===== src/rtl/instr_fetch_pkg.sv =====
`default_nettype none
// ============================================================================
// Module      : instr_fetch_pkg
// Description : Shared constants and helpers for the instruction-fetch slice.
//               Holds the reset fetch address, the fetch FSM encodings and
//               the opcode/funct bit positions within an instruction word.
// Revision    : 1.0 - initial release
// ============================================================================
package instr_fetch_pkg;

    typedef logic [31:0] word_t;

    // First fetch address after reset
    localparam word_t c_pc_reset = 32'h0000_3000;

    // Fetch FSM encodings
    localparam logic [1:0] c_st_fetch = 2'd0;  // request outstanding
    localparam logic [1:0] c_st_drain = 2'd1;  // discarding a stale response
    localparam logic [1:0] c_st_hold  = 2'd2;  // one instruction buffered

    // Instruction field positions
    localparam int c_opcode_msb = 31;
    localparam int c_opcode_lsb = 26;
    localparam int c_funct_msb  = 5;
    localparam int c_funct_lsb  = 0;

    // Clear the byte-offset bits so every fetch address is word aligned
    function automatic word_t align_word(input word_t addr);
        return addr & ~32'd3;
    endfunction

endpackage
`default_nettype wire


===== src/rtl/instr_fetch_if.sv =====
`default_nettype none
// ============================================================================
// Module      : instr_fetch_if
// Description : Bundle of the fetch unit's memory, redirect and downstream
//               instruction signals.
//               master : the fetch unit (drives imem_req/imem_addr and the
//                        held instruction outputs)
//               slave  : the environment (memory, datapath, decoder)
// Revision    : 1.0 - initial release
// ============================================================================
interface instr_fetch_if;
    import instr_fetch_pkg::*;

    // instruction memory
    logic        imem_req;
    word_t       imem_addr;
    logic        imem_ack;
    word_t       imem_rdata;
    // datapath redirect
    logic        redirect_valid;
    word_t       redirect_pc;
    // downstream instruction
    logic        instr_ready;
    logic        instr_valid;
    word_t       instr;
    word_t       instr_pc;
    logic [5:0]  opcode;
    logic [5:0]  funct;
    word_t       fetch_count;

    modport master (
        output imem_req, imem_addr,
        input  imem_ack, imem_rdata,
        input  redirect_valid, redirect_pc,
        input  instr_ready,
        output instr_valid, instr, instr_pc, opcode, funct, fetch_count
    );

    modport slave (
        input  imem_req, imem_addr,
        output imem_ack, imem_rdata,
        output redirect_valid, redirect_pc,
        output instr_ready,
        input  instr_valid, instr, instr_pc, opcode, funct, fetch_count
    );

endinterface
`default_nettype wire


===== src/rtl/instr_fetch_pc.sv =====
`default_nettype none
// ============================================================================
// Module      : instr_fetch_pc
// Description : Program-counter register for the fetch unit, with the +4
//               sequential adder and the redirect mux. Redirect targets are
//               word aligned before use, so pc[1:0] is always zero.
// Ports       : clk, rst    - clock, asynchronous active-high reset
//               i_load      - take the redirect target (wins over i_advance)
//               i_target    - raw redirect target
//               i_advance   - step to the next sequential word
//               o_pc        - current pc
//               o_target    - aligned redirect target
// Revision    : 1.0 - initial release
// ============================================================================
module instr_fetch_pc
    import instr_fetch_pkg::*;
(
    input  logic  clk,
    input  logic  rst,
    input  logic  i_load,
    input  word_t i_target,
    input  logic  i_advance,
    output word_t o_pc,
    output word_t o_target
);

    word_t r_pc;
    word_t w_target;

    assign w_target = align_word(i_target);

    // The +4 wraps naturally at the top of the address space
    always_ff @(posedge clk or posedge rst) begin
        if (rst) begin
            r_pc <= c_pc_reset;
        end else if (i_load) begin
            r_pc <= w_target;
        end else if (i_advance) begin
            r_pc <= r_pc + 32'd4;
        end
    end

    assign o_pc     = r_pc;
    assign o_target = w_target;

endmodule
`default_nettype wire


===== src/rtl/instr_fetch.sv =====
`default_nettype none
// ============================================================================
// Module      : instr_fetch
// Description : Single-entry instruction fetch unit. Issues one memory
//               request at a time, buffers the returned word until the
//               decoder accepts it, and honours branch/jump redirects by
//               dropping stale responses and flushing the buffer.
// Ports       : clk  - clock, all state on the rising edge
//               rst  - asynchronous active-high reset
//               bus  - instr_fetch_if.master: memory request/response,
//                      redirect, held instruction, opcode/funct, fetch_count
// Revision    : 1.0 - initial release
// ============================================================================
module instr_fetch
    import instr_fetch_pkg::*;
(
    input  logic          clk,
    input  logic          rst,
    instr_fetch_if.master bus
);

    logic [1:0] r_state;
    word_t      r_req_addr;
    word_t      r_instr;
    word_t      r_instr_pc;
    logic       r_instr_valid;
    word_t      r_fetch_count;

    word_t      w_pc;
    word_t      w_target;
    logic       w_advance;

    // The pc follows every redirect in any state, so once the fetch FSM
    // returns to FETCH the next request always goes to the newest target.
    assign w_advance = (r_state == c_st_fetch) && bus.imem_ack && !bus.redirect_valid;

    instr_fetch_pc u_pc (
        .clk       (clk),
        .rst       (rst),
        .i_load    (bus.redirect_valid),
        .i_target  (bus.redirect_pc),
        .i_advance (w_advance),
        .o_pc      (w_pc),
        .o_target  (w_target)
    );

    always_ff @(posedge clk or posedge rst) begin
        if (rst) begin
            r_state       <= c_st_fetch;
            r_req_addr    <= c_pc_reset;
            r_instr       <= 32'd0;
            r_instr_pc    <= 32'd0;
            r_instr_valid <= 1'b0;
            r_fetch_count <= 32'd0;
        end else begin
            case (r_state)
                c_st_fetch: begin
                    if (bus.redirect_valid) begin
                        if (bus.imem_ack) begin
                            // Request already completed: drop its data and
                            // start the target fetch straight away.
                            r_req_addr <= w_target;
                        end else begin
                            // Outstanding request must still be drained;
                            // the address stays stable for the memory.
                            r_state <= c_st_drain;
                        end
                    end else if (bus.imem_ack) begin
                        r_instr       <= bus.imem_rdata;
                        r_instr_pc    <= r_req_addr;
                        r_instr_valid <= 1'b1;
                        r_state       <= c_st_hold;
                    end
                end

                c_st_drain: begin
                    // A redirect here only moves the pc; keep draining.
                    if (!bus.redirect_valid && bus.imem_ack) begin
                        r_req_addr <= w_pc;
                        r_state    <= c_st_fetch;
                    end
                end

                c_st_hold: begin
                    if (bus.redirect_valid) begin
                        // Flush without counting, even if accepted now
                        r_instr_valid <= 1'b0;
                        r_req_addr    <= w_target;
                        r_state       <= c_st_fetch;
                    end else if (bus.instr_ready) begin
                        r_fetch_count <= r_fetch_count + 32'd1;
                        r_instr_valid <= 1'b0;
                        r_req_addr    <= w_pc;
                        r_state       <= c_st_fetch;
                    end
                end

                default: begin
                    r_instr_valid <= 1'b0;
                    r_req_addr    <= w_pc;
                    r_state       <= c_st_fetch;
                end
            endcase
        end
    end

    assign bus.imem_req    = (r_state == c_st_fetch) || (r_state == c_st_drain);
    assign bus.imem_addr   = r_req_addr;
    assign bus.instr_valid = r_instr_valid;
    assign bus.instr       = r_instr;
    assign bus.instr_pc    = r_instr_pc;
    assign bus.fetch_count = r_fetch_count;

    // Decoder sees zero fields whenever nothing is held
    assign bus.opcode = r_instr_valid ? r_instr[c_opcode_msb:c_opcode_lsb] : 6'd0;
    assign bus.funct  = r_instr_valid ? r_instr[c_funct_msb:c_funct_lsb]   : 6'd0;

endmodule
`default_nettype wire


===== src/flat_wrapper.sv =====
// flat-port wrapper written by rule: the top's interface ports become plain ports
module instr_fetch_flat import instr_fetch_pkg::*;
  (clk, rst, bus_imem_req, bus_imem_addr, bus_imem_ack, bus_imem_rdata, bus_redirect_valid, bus_redirect_pc, bus_instr_ready, bus_instr_valid, bus_instr, bus_instr_pc, bus_opcode, bus_funct, bus_fetch_count);
  instr_fetch_if bus_i ();
  input  logic clk;
  input  logic rst;
  output wire logic [$bits(bus_i.imem_req)-1:0] bus_imem_req;
  output wire logic [$bits(bus_i.imem_addr)-1:0] bus_imem_addr;
  input wire logic [$bits(bus_i.imem_ack)-1:0] bus_imem_ack;
  input wire logic [$bits(bus_i.imem_rdata)-1:0] bus_imem_rdata;
  input wire logic [$bits(bus_i.redirect_valid)-1:0] bus_redirect_valid;
  input wire logic [$bits(bus_i.redirect_pc)-1:0] bus_redirect_pc;
  input wire logic [$bits(bus_i.instr_ready)-1:0] bus_instr_ready;
  output wire logic [$bits(bus_i.instr_valid)-1:0] bus_instr_valid;
  output wire logic [$bits(bus_i.instr)-1:0] bus_instr;
  output wire logic [$bits(bus_i.instr_pc)-1:0] bus_instr_pc;
  output wire logic [$bits(bus_i.opcode)-1:0] bus_opcode;
  output wire logic [$bits(bus_i.funct)-1:0] bus_funct;
  output wire logic [$bits(bus_i.fetch_count)-1:0] bus_fetch_count;
  assign bus_imem_req = bus_i.imem_req;
  assign bus_imem_addr = bus_i.imem_addr;
  assign bus_i.imem_ack = bus_imem_ack;
  assign bus_i.imem_rdata = bus_imem_rdata;
  assign bus_i.redirect_valid = bus_redirect_valid;
  assign bus_i.redirect_pc = bus_redirect_pc;
  assign bus_i.instr_ready = bus_instr_ready;
  assign bus_instr_valid = bus_i.instr_valid;
  assign bus_instr = bus_i.instr;
  assign bus_instr_pc = bus_i.instr_pc;
  assign bus_opcode = bus_i.opcode;
  assign bus_funct = bus_i.funct;
  assign bus_fetch_count = bus_i.fetch_count;
  instr_fetch u_core (.clk(clk), .rst(rst), .bus(bus_i));
endmodule

===== config.mk =====
export PLATFORM = sky130hd
export DESIGN_NAME = instr_fetch_flat
export DESIGN_NICKNAME = d
export VERILOG_FILES = /design/src/rtl/instr_fetch_pkg.sv /design/src/rtl/instr_fetch_if.sv /design/src/rtl/instr_fetch_pc.sv /design/src/rtl/instr_fetch.sv /design/src/flat_wrapper.sv
export SDC_FILE = /design/constraint.sdc
export NUM_CORES = 1
export LEC_CHECK = 0
export CAP_MARGIN = 40
export CORE_ASPECT_RATIO = 1.75
export CORE_MARGIN = 8
export CORE_UTILIZATION = 49
export CTS_BUF_LIST = sky130_fd_sc_hd__clkbuf_8
export CTS_CLUSTER_SIZE = 20
export DETAILED_ROUTE_END_ITERATION = 16
export PLACE_DENSITY_LB_ADDON = 0.2
export SYNTH_ARGS = -nofsm -noshare
export SYNTH_HDL_FRONTEND = slang
export SYNTH_SLANG_ARGS = --single-unit

===== constraint.sdc =====
create_clock -name clk -period 6.05 [get_ports clk]
set_clock_uncertainty 0.1 [all_clocks]
set_input_delay 0.9075 -clock clk [delete_from_list [all_inputs] [get_ports clk]]
set_output_delay 0.9075 -clock clk [all_outputs]
set_load 0.02 [all_outputs]

**Yosys cells after proc, flatten, opt, wreduce, memory -nomap -nowiden**

Cells that the tools add are included.

- Flip-flop bits (word level): 163
- Latch bits: 0
- Memory bits (writable): 0
- ROM bits: 0
- Bits of input ports: 69
- Output and inout bits: 142
- Logic and storage cells: 54
- Memories kept: 0

- Add/sub/neg operators: 2
- Multiply operators: 0
- Div/mod/pow operators: 0
- Magnitude comparators: 0
- Equal/unequal tests: 9
- Shifts and indexed selects: 0
- Multiplexer cells: 22
- Bitwise logic cells: 2
- Reductions and logical operators: 12

Operator list:

| cell | number |
|---|---|
| $mux 32 | 7 |
| $pmux 32 s3 | 1 |
| $add 32x1->32 const B | 1 |
| $add 32x3->32 const B | 1 |
| $mux 2 | 6 |
| $mux 6 | 2 |
| $reduce_and 4->1 | 3 |
| $ne 3x3->1 const B | 3 |
| $ne 2x2->1 const B | 3 |
| $pmux 2 s3 | 1 |
| $reduce_and 3->1 | 2 |
| $mux 1 | 4 |
| $logic_and 1x1->1 | 3 |
| $pmux 1 s3 | 1 |
| $eq 2x1->1 const B | 1 |
| $eq 2x2->1 const B | 1 |
| $logic_not 2->1 | 1 |
| $ne 2x1->1 const B | 1 |
| $not 1->1 | 2 |
| $reduce_bool 2->1 | 1 |
| $logic_not 1->1 | 1 |
| $logic_or 1x1->1 | 1 |

**Depth between registers and ports, before layout**

- Depth after elaboration: 5
- Depth in mapped cells: 7
- Gate-level depth less buffers: 6

**Modules after synthesis**

From an unflattened synthesis, not the netlist that was laid out.

- Cells, all modules: 663
- Area, all modules: 7541.0 um2

By module, submodules not included:

| module | times used | cells each | area each (um2) | seq. area each (um2) |
|---|---|---|---|---|
| instr_fetch | 1 | 434 | 5510.3 | 3280.6 |
| instr_fetch_pc | 1 | 229 | 2030.7 | 753.2 |

**Worst setup path before layout**

No wires, ideal clock.

- Path kind: input to register
- From: input bus_imem_ack
- To: register u_core.u_pc.r_pc[12] (netlist: u_core.u_pc.o_pc[12])
- Setup time: 0.088 ns
- Data arrival time: 2.248 ns
- Required time: 5.862 ns
- Path slack: 3.614 ns
- Cell stages on the path: 5
- Buffers on the path: 1
- Path through: or3b_1 buf_6 or4b_4 o21a_1 a221oi_2

- Word-level cells in the longest chain between the ends: 3

RTL lines:

| item | line | RTL |
|---|---|---|
| start, declared | flat_wrapper.sv:9 | `input wire logic [$bits(bus_i.imem_ack)-1:0] bus_imem_ack;` |
| $logic_and 1x1->1 (2 in a row) | instr_fetch.sv:35 | `assign w_advance = (r_state == c_st_fetch) && bus.imem_ack && !bus.redirect_valid;` |
| $reduce_bool 2->1 (no line) | -- |  |
| end signal, assigned | instr_fetch_pc.sv:35 | `r_pc <= c_pc_reset;` |
| end signal, assigned | instr_fetch_pc.sv:37 | `r_pc <= w_target;` |
| end signal, assigned | instr_fetch_pc.sv:39 | `r_pc <= r_pc + 32'd4;` |
| end, declared | instr_fetch_pc.sv:27 | `word_t r_pc;` |

No other way between the ends.
A chain may end at the register's enable or synchronous reset.

**Worst setup path in the final report**

- From: input bus_imem_ack
- To: register u_core.r_instr_pc[31] (netlist: u_core.bus.instr_pc[31])

- Word-level cells in the longest chain between the ends: 1

RTL lines:

| item | line | RTL |
|---|---|---|
| $reduce_and 3->1 (no line) | -- |  |
| end signal, assigned | instr_fetch.sv:70 | `r_instr_pc <= r_req_addr;` |
| end, declared | instr_fetch.sv:25 | `word_t r_instr_pc;` |

No other way between the ends.

==> results.json <==
{
  "vias": 5547,
  "synth_fp_nets": 697,
  "synth-async-reset-ratio_pct": 100,
  "worst_slack_ns": 2.88,
  "worstSkewPairLatency_ns": 0.45,
  "critical_path_class": "in2reg",
  "finalCritPeriodShare_pct": 52.4,
  "drc": 0,
  "cts_tree": "done",
  "synth_flop_cell": "dfrtp_1",
  "finalWirelength_mm": 19.4,
  "status": "complete, no violations",
  "wl_met3_mm": 1.15,
  "routabilityCongestion": 0.825,
  "postRouteAntennaNets": 0,
  "post_drt_via_cell_ratio": 5.43,
  "final_layout_size_suffix_gt1_share_pct": 15.1,
  "io_buffers": 208,
  "antenna_found_initial": 0,
  "wl_met2_mm": 10.5,
  "fp.coreArea_um2": 14400,
  "fill_cells": 1069,
  "cts_root_buf": "clkbuf_8",
  "hp-class": "reg2reg",
  "cts_setup_buffers": 0,
  "leakage_nw": 4.17,
  "grt_max_degree": 65,
  "start_util_pct": 50.2,
  "min_period_ns": 3.17,
  "maxClockFrequency_mhz": 315,
  "drtPass1Iterations": 4,
  "post-place-ws_ns": 2.41,
  "grt_usage_pct": 20.4,
  "path_cells": "clkdlybuf4s50_1, or2b_1, nor3_2, buf_4, mux2_2",
  "synth_seq_cells": 159,
  "cp-start-kind": "input pin",
  "numClockSinks": 159,
  "grt_pass1_vias": 5855,
  "finalHoldViolations": 0,
  "hpwl_mm": 14.3,
  "max_stage_delay_ns": 0.76,
  "die_area_um2": 19000,
  "area_delta_synth_final_pct": 36.5,
  "clk_path_buf_depth": 2,
  "antennaDiodeCount": 0,
  "wire_per_inst_um": 19.0,
  "whs_ns": 0.383,
  "cts_made_buffers": 17,
  "fp.dieW_um": 108,
  "drv_cap": 0,
  "drtIter0Drc": 256,
  "finalNetCount": 899,
  "m1WireLength_mm": 7.29,
  "critPathCaptureType": "flop",
  "powerDensity_nw_per_um2": 370,
  "synthCells": 626,
  "clk_pin_slew_ns": 0.10,
  "yosys_warnings": 0,
  "cts_resized": 0,
  "cp_max_fo": 59,
  "finalSetupTns_ns": 0,
  "rsz0062_at_grt": "no",
  "rows": 58,
  "io_pins": 211,
  "ys_seq_area_share_pct": 55.3,
  "worstPathArrival_ns": 3.40,
  "total_power_mw": 3.64,
  "die_y_um": 176,
  "worst_pin_slew_ns": 0.824,
  "crit_required_ns": 6.28,
  "topRoutingLayerUsed": "met4",
  "ys_types": 56,
  "holdBufCountCts": 0,
  "synth-edff-count": 0,
  "drv_slew": 0,
  "syn_area_per_cell_um2": 11.5,
  "grt_pass1_wl_mm": 30.8,
  "final_common_cell": "clkdlybuf4s50_1",
  "setup_violations": 0,
  "slew_headroom_pct": 45.0,
  "vdd_drop_max_mv": 0.234,
  "synth_area_um2": 7210,
  "slowest_stage": "buf_4",
  "grt_overflow_total": 0,
  "final_cell_mix": "clkdlybuf4s50_1, dfrtp_1, nand2_1",
  "htreeDepth": 4
}
synthesized netlist by cell type, types with 10 or more instances:
master    count  area share, %
dfrtp_1     155             54
mux2i_1      30            4.2
clkbuf_1     18           0.94
and3_1       14            1.2
buf_2        10           0.69
nand2_1      71            3.7
inv_1        10           0.52
nand3_1      23            1.6
xnor2_1      31            3.8
nand4_1      17            1.5
nor2_1       26            1.4
mux2_2       65             10
and2_1       16            1.4
xor2_1       12            1.5
o21ai_0      48            3.3
flip-flops by register name (all words and copies together) (netlist names):
signal and flops:
u_core.bus.instr 32, u_core.r_state 2, u_core.bus.fetch_count 32, u_core.u_pc.o_pc 30
u_core.bus.instr_pc 31, u_core.bus.instr_valid 1, u_core.bus.imem_addr 31
critical path: cells and delay by family:
kind | cells | cell delay, ns
buffers and inverters | 2 | 1.28
muxes | 1 | 0.42
and+or+nand+nor | 2 | 0.76
logic make-up (layout without fill, tap and decap cells):
| kind of cell | Yosys count | count (layout) | synth area share [%] |
|---|---|---|---|
| simple gates | 201 | 201 | 15.2 |
| flops | 159 | 159 | 55.3 |
| mux | 95 | 95 | 14.3 |
| compound gates | 84 | 84 | 7.08 |
| xor+xnor | 43 | 43 | 5.22 |
| buf+inv | 42 | 257 | 2.62 |
| fa+ha+maj | 2 | 2 | 0.347 |
cell type report:
class                   count  area [um^2]  share of cell area, %
well taps                 180          225                   2.29
inverters                  10         42.5                  0.432
clock inverters            14          135                   1.37
clock buffers              18          248                   2.52
flip-flops and latches    159         3980                   40.5
repair buffers            215         2150                   21.8
multi-input cells         425         3060                   31.1
where the power goes:
group | switching (mW) | internal (mW)
clock network | 0.419 | 0.343
logic | 0.669 | 0.694
registers | 0.194 | 1.32
total | 1.28 | 2.36
routing by layer:
| metal | track usage, % | vias up |
|---|---|---|
| met5 | 0 | - |
| met4 | 8.38 | 0 |
| met3 | 4.34 | 28 |
| li1 | - | 2605 |
| met1 | 22.1 | 2737 |
| met2 | 37.2 | 177 |
metrics by stage:
| step | std cells | util [%] | cell area (um^2) |
|---|---|---|---|
| floorplan | 626 | - | 7210 |
| detailed placement | 989 | 65.8 | 9460 |
| CTS | 1021 | 68.5 | 9840 |
| global route | 1021 | 68.5 | 9840 |
| finish | 1021 | 68.5 | 9840 |
| global placement | 988 | 65.7 | 9430 |
final timing paths:
path                                            start                         end  slack [ns]  cells after the start
setup / recovery                         bus_imem_ack     u_core.bus.instr_pc[31]        2.88                      5
hold / removal             u_core.bus.fetch_count[31]  u_core.bus.fetch_count[31]        0.38                      1
setup reg to reg                    u_core.r_state[1]     u_core.bus.instr_pc[31]        3.23                      4
hold reg to reg            u_core.bus.fetch_count[31]  u_core.bus.fetch_count[31]        0.38                      1
max in group asynchronous                         rst        u_core.u_pc.o_pc[29]        4.02                      3
min in group asynchronous                         rst         u_core.bus.instr[1]        0.75                      2
Note: power is estimated with default switching activity, not from simulation.
